--- src/rtl/i2c_pos_reader.sv ---
// ---------------------------------------------------------------------------
// i2c_pos_reader
//
// I2C master that fetches the three-byte position/status record from the
// chip's I2C slave: START, address+R, x_pos, y_pos, status, STOP.
// The last complete record is held in output registers; a record is only
// published once all three bytes have been received.
//
// Every bit slot is four quarters (Q0 SCL low / SDA set, Q1 SCL released,
// Q2 SCL high / SDA sampled on the last tick, Q3 SCL low).  One quarter is
// CLK_DIV clock cycles.
//
// Optional feature (macro I2C_CLOCK_STRETCH_EN): when defined, the quarter
// divider stalls in Q1/Q2 while scl_in is low, so a slave stretching SCL
// lengthens the high phase and sampling waits until SCL is really high.
// When undefined, scl_in is ignored and timing is purely divider based.
//
// Ports:
//   clk      in   system clock
//   rst      in   synchronous reset, active-high
//   start    in   one-cycle request to begin a read (ignored while busy)
//   scl_in   in   sampled SCL pad level
//   sda_in   in   sampled SDA pad level
//   scl_oe   out  1 = pull SCL low, 0 = release
//   sda_oe   out  1 = pull SDA low, 0 = release
//   busy     out  transaction in progress
//   done     out  one-cycle pulse after the transaction ends
//   ack_err  out  address was NACKed on the last transaction (sticky)
//   x_pos    out  first byte of the last good record
//   y_pos    out  second byte of the last good record
//   status   out  third byte of the last good record
// ---------------------------------------------------------------------------
module i2c_pos_reader #(
    parameter int         CLK_DIV    = 4,
    parameter logic [6:0] SLAVE_ADDR = 7'h64
) (
    input  logic       clk,
    input  logic       rst,
    input  logic       start,
    input  logic       scl_in,
    input  logic       sda_in,
    output logic       scl_oe,
    output logic       sda_oe,
    output logic       busy,
    output logic       done,
    output logic       ack_err,
    output logic [7:0] x_pos,
    output logic [7:0] y_pos,
    output logic [7:0] status
);

    localparam int               DIV_W     = $clog2(CLK_DIV);
    localparam logic [DIV_W-1:0] DIV_LAST  = DIV_W'(CLK_DIV - 1);
    localparam logic [7:0]       ADDR_BYTE = {SLAVE_ADDR, 1'b1};

    typedef enum logic [2:0] {
        S_IDLE, S_START, S_ADDR, S_ADDR_ACK, S_READ, S_MACK, S_STOP, S_DONE
    } state_t;

    state_t           r_state;
    logic [DIV_W-1:0] r_div;
    logic [1:0]       r_q;        // quarter within the current slot
    logic [2:0]       r_bit;      // bit within the current byte
    logic [1:0]       r_idx;      // data byte index 0..2
    logic [7:0]       r_shift;
    logic [7:0]       r_byte0;
    logic [7:0]       r_byte1;
    logic [7:0]       r_x;
    logic [7:0]       r_y;
    logic [7:0]       r_status;
    logic             r_busy;
    logic             r_done;
    logic             r_ack_err;
    logic             r_scl_oe;
    logic             r_sda_oe;
    logic             w_hold;
    logic             w_tick;

`ifdef I2C_CLOCK_STRETCH_EN
    // Our own SCL is released in Q1/Q2; a low level there means the slave
    // is stretching, so the quarter must not advance.
    assign w_hold = r_busy && ((r_q == 2'd1) || (r_q == 2'd2)) && !scl_in;
`else
    logic w_unused_scl;
    assign w_unused_scl = scl_in;
    assign w_hold       = 1'b0;
`endif

    assign w_tick = r_busy && (r_div == DIV_LAST) && !w_hold;

    // Line levels are registered and updated on the tick that enters a
    // quarter, so scl_oe/sda_oe always reflect the quarter being executed.
    always_ff @(posedge clk) begin
        if (rst) begin
            r_state   <= S_IDLE;
            r_div     <= '0;
            r_q       <= 2'd0;
            r_bit     <= 3'd0;
            r_idx     <= 2'd0;
            r_shift   <= 8'h00;
            r_byte0   <= 8'h00;
            r_byte1   <= 8'h00;
            r_x       <= 8'h00;
            r_y       <= 8'h00;
            r_status  <= 8'h00;
            r_busy    <= 1'b0;
            r_done    <= 1'b0;
            r_ack_err <= 1'b0;
            r_scl_oe  <= 1'b0;
            r_sda_oe  <= 1'b0;
        end else begin
            r_done <= 1'b0;

            if (!r_busy) begin
                r_div <= '0;
            end else if (!w_hold) begin
                r_div <= (r_div == DIV_LAST) ? '0 : r_div + DIV_W'(1);
            end

            case (r_state)
                S_IDLE: begin
                    if (start) begin
                        r_state   <= S_START;
                        r_busy    <= 1'b1;
                        r_ack_err <= 1'b0;
                        r_q       <= 2'd0;
                        r_scl_oe  <= 1'b0;
                        r_sda_oe  <= 1'b0;
                    end
                end

                S_DONE: r_state <= S_IDLE;

                default: begin
                    if (w_tick) begin
                        r_q <= r_q + 2'd1;
                        if (r_q != 2'd3) begin
                            // Entering Q1, Q2 or Q3 of the same slot
                            case (r_q)
                                2'd0: r_scl_oe <= 1'b0;
                                2'd1: begin
                                    // START condition: SDA falls while SCL high
                                    if (r_state == S_START) r_sda_oe <= 1'b1;
                                end
                                default: begin
                                    // STOP condition: SDA rises while SCL high
                                    if (r_state == S_STOP) r_sda_oe <= 1'b0;
                                    else                   r_scl_oe <= 1'b1;
                                end
                            endcase
                            if ((r_q == 2'd2) &&
                                ((r_state == S_ADDR_ACK) || (r_state == S_READ))) begin
                                r_shift <= {r_shift[6:0], sda_in};
                            end
                        end else begin
                            // End of slot: choose the next slot and its Q0 levels
                            case (r_state)
                                S_START: begin
                                    r_state  <= S_ADDR;
                                    r_bit    <= 3'd0;
                                    r_scl_oe <= 1'b1;
                                    r_sda_oe <= ~ADDR_BYTE[7];
                                end
                                S_ADDR: begin
                                    r_scl_oe <= 1'b1;
                                    if (r_bit == 3'd7) begin
                                        r_state  <= S_ADDR_ACK;
                                        r_sda_oe <= 1'b0;
                                    end else begin
                                        r_bit    <= r_bit + 3'd1;
                                        r_sda_oe <= ~ADDR_BYTE[3'd6 - r_bit];
                                    end
                                end
                                S_ADDR_ACK: begin
                                    r_scl_oe <= 1'b1;
                                    if (r_shift[0]) begin
                                        r_ack_err <= 1'b1;
                                        r_state   <= S_STOP;
                                        r_sda_oe  <= 1'b1;
                                    end else begin
                                        r_state  <= S_READ;
                                        r_bit    <= 3'd0;
                                        r_idx    <= 2'd0;
                                        r_sda_oe <= 1'b0;
                                    end
                                end
                                S_READ: begin
                                    r_scl_oe <= 1'b1;
                                    if (r_bit == 3'd7) begin
                                        r_state  <= S_MACK;
                                        // ACK bytes 0 and 1, NACK the last one
                                        r_sda_oe <= (r_idx != 2'd2);
                                    end else begin
                                        r_bit    <= r_bit + 3'd1;
                                        r_sda_oe <= 1'b0;
                                    end
                                end
                                S_MACK: begin
                                    r_scl_oe <= 1'b1;
                                    case (r_idx)
                                        2'd0:    r_byte0 <= r_shift;
                                        2'd1:    r_byte1 <= r_shift;
                                        default: begin
                                            // Publish the whole record at once
                                            r_x      <= r_byte0;
                                            r_y      <= r_byte1;
                                            r_status <= r_shift;
                                        end
                                    endcase
                                    if (r_idx == 2'd2) begin
                                        r_state  <= S_STOP;
                                        r_sda_oe <= 1'b1;
                                    end else begin
                                        r_state  <= S_READ;
                                        r_bit    <= 3'd0;
                                        r_idx    <= r_idx + 2'd1;
                                        r_sda_oe <= 1'b0;
                                    end
                                end
                                S_STOP: begin
                                    r_state  <= S_DONE;
                                    r_busy   <= 1'b0;
                                    r_done   <= 1'b1;
                                    r_scl_oe <= 1'b0;
                                    r_sda_oe <= 1'b0;
                                end
                                default: r_state <= S_IDLE;
                            endcase
                        end
                    end
                end
            endcase
        end
    end

    assign scl_oe  = r_scl_oe;
    assign sda_oe  = r_sda_oe;
    assign busy    = r_busy;
    assign done    = r_done;
    assign ack_err = r_ack_err;
    assign x_pos   = r_x;
    assign y_pos   = r_y;
    assign status  = r_status;

endmodule

--- config.mk ---
export PLATFORM = sky130hd
export DESIGN_NAME = i2c_pos_reader
export DESIGN_NICKNAME = d
export VERILOG_FILES = /design/src/rtl/i2c_pos_reader.sv
export SDC_FILE = /design/constraint.sdc
export NUM_CORES = 1
export LEC_CHECK = 0
export CORE_ASPECT_RATIO = 0.5
export CORE_MARGIN = 1
export CORE_UTILIZATION = 45
export CTS_CLUSTER_DIAMETER = 60
export DETAILED_ROUTE_END_ITERATION = 6
export GPL_ROUTABILITY_DRIVEN = 0
export PLACE_DENSITY = 0.66
export SLEW_MARGIN = 30
export SYNTH_ARGS = -nofsm -noshare
export SYNTH_HDL_FRONTEND = slang
export SYNTH_SLANG_ARGS = --single-unit
--- constraint.sdc ---
create_clock -name clk -period 4.5 [get_ports clk]
set_input_delay 0.45 -clock clk [delete_from_list [all_inputs] [get_ports clk]]
set_output_delay 0.45 -clock clk [all_outputs]
set_load 0.02 [all_outputs]
# Word level (Yosys, flattened, before mapping)
# Memory sizes are Yosys's and may differ from the RTL's.
# Cells that the tools add are included.
# classes
order_cmp	1
n_eq_ne	28
add_sub_neg	5
n_reduce_logical	34
bitwise_logic	7
mux	48
# ops
op	n
5-bit AND reduction	5
3-bit 2-to-1 mux	8
1-bit 2-to-1 mux	21
3-bit one-hot mux with 6 select lines	1
6-bit AND reduction	3
3-bit == test, second input constant	5
1-bit one-hot mux with 2 select lines	7
7-bit AND reduction	2
2-bit 2-to-1 mux	6
2-bit != test, second input constant	6
3-bit one-hot mux with 4 select lines	1
2-bit nonzero test	5
5-bit OR reduction	2
4-bit by 1-bit != test with 1-bit output, second input constant	2
4-bit != test, second input constant	2
2-bit one-hot mux with 2 select lines	2
4-bit nonzero test	2
2-bit OR reduction	4
1-bit NOT	7
7-bit nonzero test	1
2-bit by 1-bit adder with 2-bit output, second input constant	3
2-bit == test, second input constant	3
3-bit by 2-bit == test with 1-bit output, second input constant	2
3-bit != test, second input constant	2
18 further kinds	21
# word_totals
regBits	65
mem_count	1
romBits	8
# memory_table
name	words	width	read_ports	rd_clocked_by_memory_dff	write_ports	line_no	text
(name not given)	8	1	1	0	0	171	r_sda_oe <= ~ADDR_BYTE[3'd6 - r_bit];

# Depth between registers and ports, before layout
# logic_depth
ltp_word	9
depth_mapped	9

# Worst setup path before layout
# OpenSTA, ideal clock, no wires.
# synth_timing
kind	register to register
from	reg r_q[1]
to	reg r_status[0] (netlist: status[0])
slack_ns	2.584
setup_time_ns	0.132
arrival_time_ns	1.783
required_time_ns	4.368
stages_incl_launch_ff	10
path_cell_list	dfxtp_1 -> ha_1 -> buf_4 -> nand3_2 -> or3_4 -> or3_1 -> buf_6 -> buf_6 -> nand2_1 -> a21oi_1
# synth_between
elab_chain_cells	3
# synth_rtl
element	line_no	text
start: declaration	62	logic [1:0] r_q;
start signal: assignment	136	r_q <= r_q + 2'd1;
2-bit != test	137	if (r_q != 2'd3) begin
1-bit NOT (no source line)	-	
5-bit AND reduction (no source line)	-	
end signal: assignment	207	r_status <= r_shift;
end: declaration	70	logic [7:0] r_status;
# No other way between the ends.
# A chain may end at the register's enable or synchronous reset.

# Worst setup path in the final report
# layout_timing
from	reg r_state[0]
to	reg r_y[7] (netlist: y_pos[7])
# layout_between
elab_chain_cells	4
# layout_rtl
element	line_no	text
start: declaration	60	state_t r_state;
start signal: assignment	95	r_state <= S_IDLE;
start signal: assignment	123	r_state <= S_START;
start signal: assignment	132	S_DONE: r_state <= S_IDLE;
3-bit == test / 3-bit zero test (equally long branches)	120	case (r_state)
2-bit OR reduction (no source line)	-	
1-bit NOT (no source line)	-	
5-bit AND reduction (no source line) *	-	
end signal: assignment	206	r_y <= r_byte1;
end: declaration	69	logic [7:0] r_y;
# Every way passes the cells marked *; elsewhere a longest branch is shown, timed or not.

==> summary.md <==
| Metric | Value |
|---|---|
| Tcrit/Tclk final | 58.2% |
| P_leak | about 1.2 nW |
| Hold Slack | around 430 ps |
| Fillers | 552 |
| Vias in the first global route | about 2,200 |
| Initial antenna violation count | 0 |
| Skew final | a little under 5 ps |
| Reg2reg path depth | 5 |
| Layout Nets | about 380 |
| Post-Layout Cell Count | 459 |
| Simple-gate share of the synthesized area | approximately 24% |
| Clk pin slew, worst setup/hold paths | roughly 50 ps |
| Worst setup SP type | register |
| Total wire length | between 6 and 7 mm |
| Register area share after synthesis | 44.8% |
| WL/cell | approximately 13 um |
| Synth Cell Area | between 0.002 and 0.003 sq mm |
| Dpl hpwl | 3.92 mm |
| Drt drc | 0 |
| Status | completed |
| Final hold violations | 0 |
| Most used DFF post-synth | dfxtp_1 |
| Die X | around 120 um |
| DIE AREA | 0.00680 sq mm |
| Core area | around 0.006 sq mm |
| RSZ-0062 raised after global routing | false |
| Worst-Skew Late Latency | 330 ps |
| Synthesized-area fraction occupied by adder cells | slightly above 5% |
| Total negative slack | 0 ps |
| Clock root buffer | clkbuf_16 |
| Crit-path slowest cell | dfxtp_1 |
| Peak supply drop | between 0.15 and 0.2 mV |
| Post-CTS Setup Inserts | 0 |
| Slew Viols, Final | 0 |
| CTS H-tree lvls | 3 |
| CTS buffer count | 9 |
| Clock sink count | 65 |
| Port bufs | 32 |
| Antenna viol nets, final | 0 |
| Synth Area in XOR/XNOR | under 10% |
| DP Area | around 0.0032 sq mm |
| Via density | between 5 and 6 |
| Syn nets | ~360 |
| Synthesized flop and latch total | 65 |
| Worst setup EP type | register |
| Overall power | around 1.5 mW |
| Most frequent cells in the layout | nand2_1, dfxtp_1, a21oi_1 |
| FFs w/ async S/R, synth | 0% |
| Compound-Gate Fraction of Synth Area | between 10 and 15% |
| Top cell type by total area after synthesis | dfxtp_1 |
| Placed Cells incl. Taps | ~440 |
| Highest fanout seen on the critical path | 24 |
| CTS Hold Bufs | 0 |
| Number of synthesized flops with an enable pin | 0 |
| Arr. time, crit path | 2800 ps |
| Worst path max stage delay | roughly 720 ps |
| Slew margin rel. | between 30% and 40% |
| Via Count | about 2,400 |
| Final setup viols | 0 |
| Syn_area_per_cell | ~8.4 sq um |
| Largest net degree at the start of global routing | between 60 and 70 |
| # resized after CTS | 0 |
| Worst hold path depth | 1 |
| DR pass1 iterations | 5 |
| Post-Synthesis Cells | around 350 |
| Row count | 20 |
| CTS tree | done |
| Mux share of post-synthesis cell area | ~4.1% |
| CP Class | register to register |
| PwrDens | just over 400 mW/mm^2 |
| Yosys cell types | 48 |
| Initial DRC count | 91 |
| Sequential Area | roughly 0.0013 sq mm |
| Ant diodes | 0 |
| Top-area cell type share of the netlist area | approximately 45% |
| Crit-path cells | inv_1 > or3_4 > or3_1 > nand2_1 > a21oi_1 |
| Hold Path Class | register to register |
| Tmin final | 2620 ps |
| Warnings from Yosys | 0 |
| Worst Slack Setup Final | 1880 ps |
| Pre-CTS setup slack | ~1900 ps |
| CTS max path bufs | 2 |
| GRT overflow | 0 |
| Synth top area cells | dfxtp_1, nand2_1, a21oi_1 |
| GRT Overall Usage | 20.0% |
| Multi-input gate area | between 0.001 and 0.0015 sq mm |
| Max cap viols | 0 |
| Non-Filler Cell Area, Final | 0.00353 sq mm |
| Largest family of logic cells by synthesized area | simple AND/OR/NAND/NOR gates |
| IO Count | 34 |
| Fin util | 57.3% |
| Die Ht | 58.8 um |
| Commonest non-fill, non-tap cell in the layout | nand2_1 |
| Area grow syn2layout | 21.5% |
| Share of cells above drive strength 1 | between 7 and 8% |
| First-pass GRT wire length | between 10 and 15 mm |
| Slew @ Worst Pin | just under 900 ps |
| Max Freq | about 380 MHz |
| Initial core utilization | 47.2% |
| Critical Path RT | ~4700 ps |
## path summary, 6_finish.rpt
path	endpoint	start	slack, ps
worst max register to register	y_pos[7]$_SDFFE_PP0P_	r_state[0]$_SDFFE_PP0P_	1880
worst min-delay path	r_div[0]$_SDFF_PP0_	r_div[0]$_SDFF_PP0_	430
worst min register to register	r_div[0]$_SDFF_PP0_	r_div[0]$_SDFF_PP0_	430
worst max-delay path	y_pos[7]$_SDFFE_PP0P_	r_state[0]$_SDFFE_PP0P_	1880
## cells by family (layout without fill, tap and decap cells)
group           Yosys count  count (layout)
fa+ha+maj                12              12
buf+inv                  33              57
xor+xnor                  4               4
simple gates            148             148
flops                    65              65
mux                      12              12
compound gates           73              73
## worst max-delay path: cells and delay by family, from the launching register on
family / cells / cell delay [ps]
buffers and inverters: 1 / 310
AND/OR/NAND/NOR: 3 / 1350
AO/OA/AOI/OAI: 1 / 80
flip-flops: 1 / 720
## final cells by class
type                    instances  area share [%]
multi-input cells             249            41.4
inverters                       9           0.957
well taps                      88            3.12
repair buffers                 32            9.00
flip-flops and latches         65            36.9
clock inverters                 6            1.88
clock buffers                  10            6.77
## state kept, by name, indices dropped and copies added, names as in the netlist
register  flops
r_byte0       8
r_byte1       8
r_shift       8
status        8
x_pos         8
y_pos         8
r_bit         3
r_state       3
r_div         2
r_idx         2
r_q           2
ack_err       1
busy          1
done          1
scl_oe        1
sda_oe        1
## Yosys cell counts, types with 3 or more instances
master and number:
xnor2_1 4, nor2_1 24, nand3_1 19, mux2i_1 12, nor3_1 7, dfxtp_1 65, a31oi_1 3, a21oi_1 48
and3_1 3, buf_2 7, nor4b_1 3, inv_1 9, ha_1 11, buf_6 3, o21ai_0 4, nand2_1 74
clkbuf_1 11
## routing by layer
metal	track usage (%)	share of wire, %
met1	25.7	47
met5	0	0
met3	7.72	5.1
met4	6.96	1.5
met2	30.9	46
## power breakdown
| part | total [mW] | internal, mW | switching (mW) |
|---|---|---|---|
| Clock | 0.696 | 0.444 | 0.252 |
| Sequential | 0.621 | 0.591 | 0.0307 |
| Combinational | 0.151 | 0.0632 | 0.0879 |
Note: power is estimated with default switching activity, not from simulation.
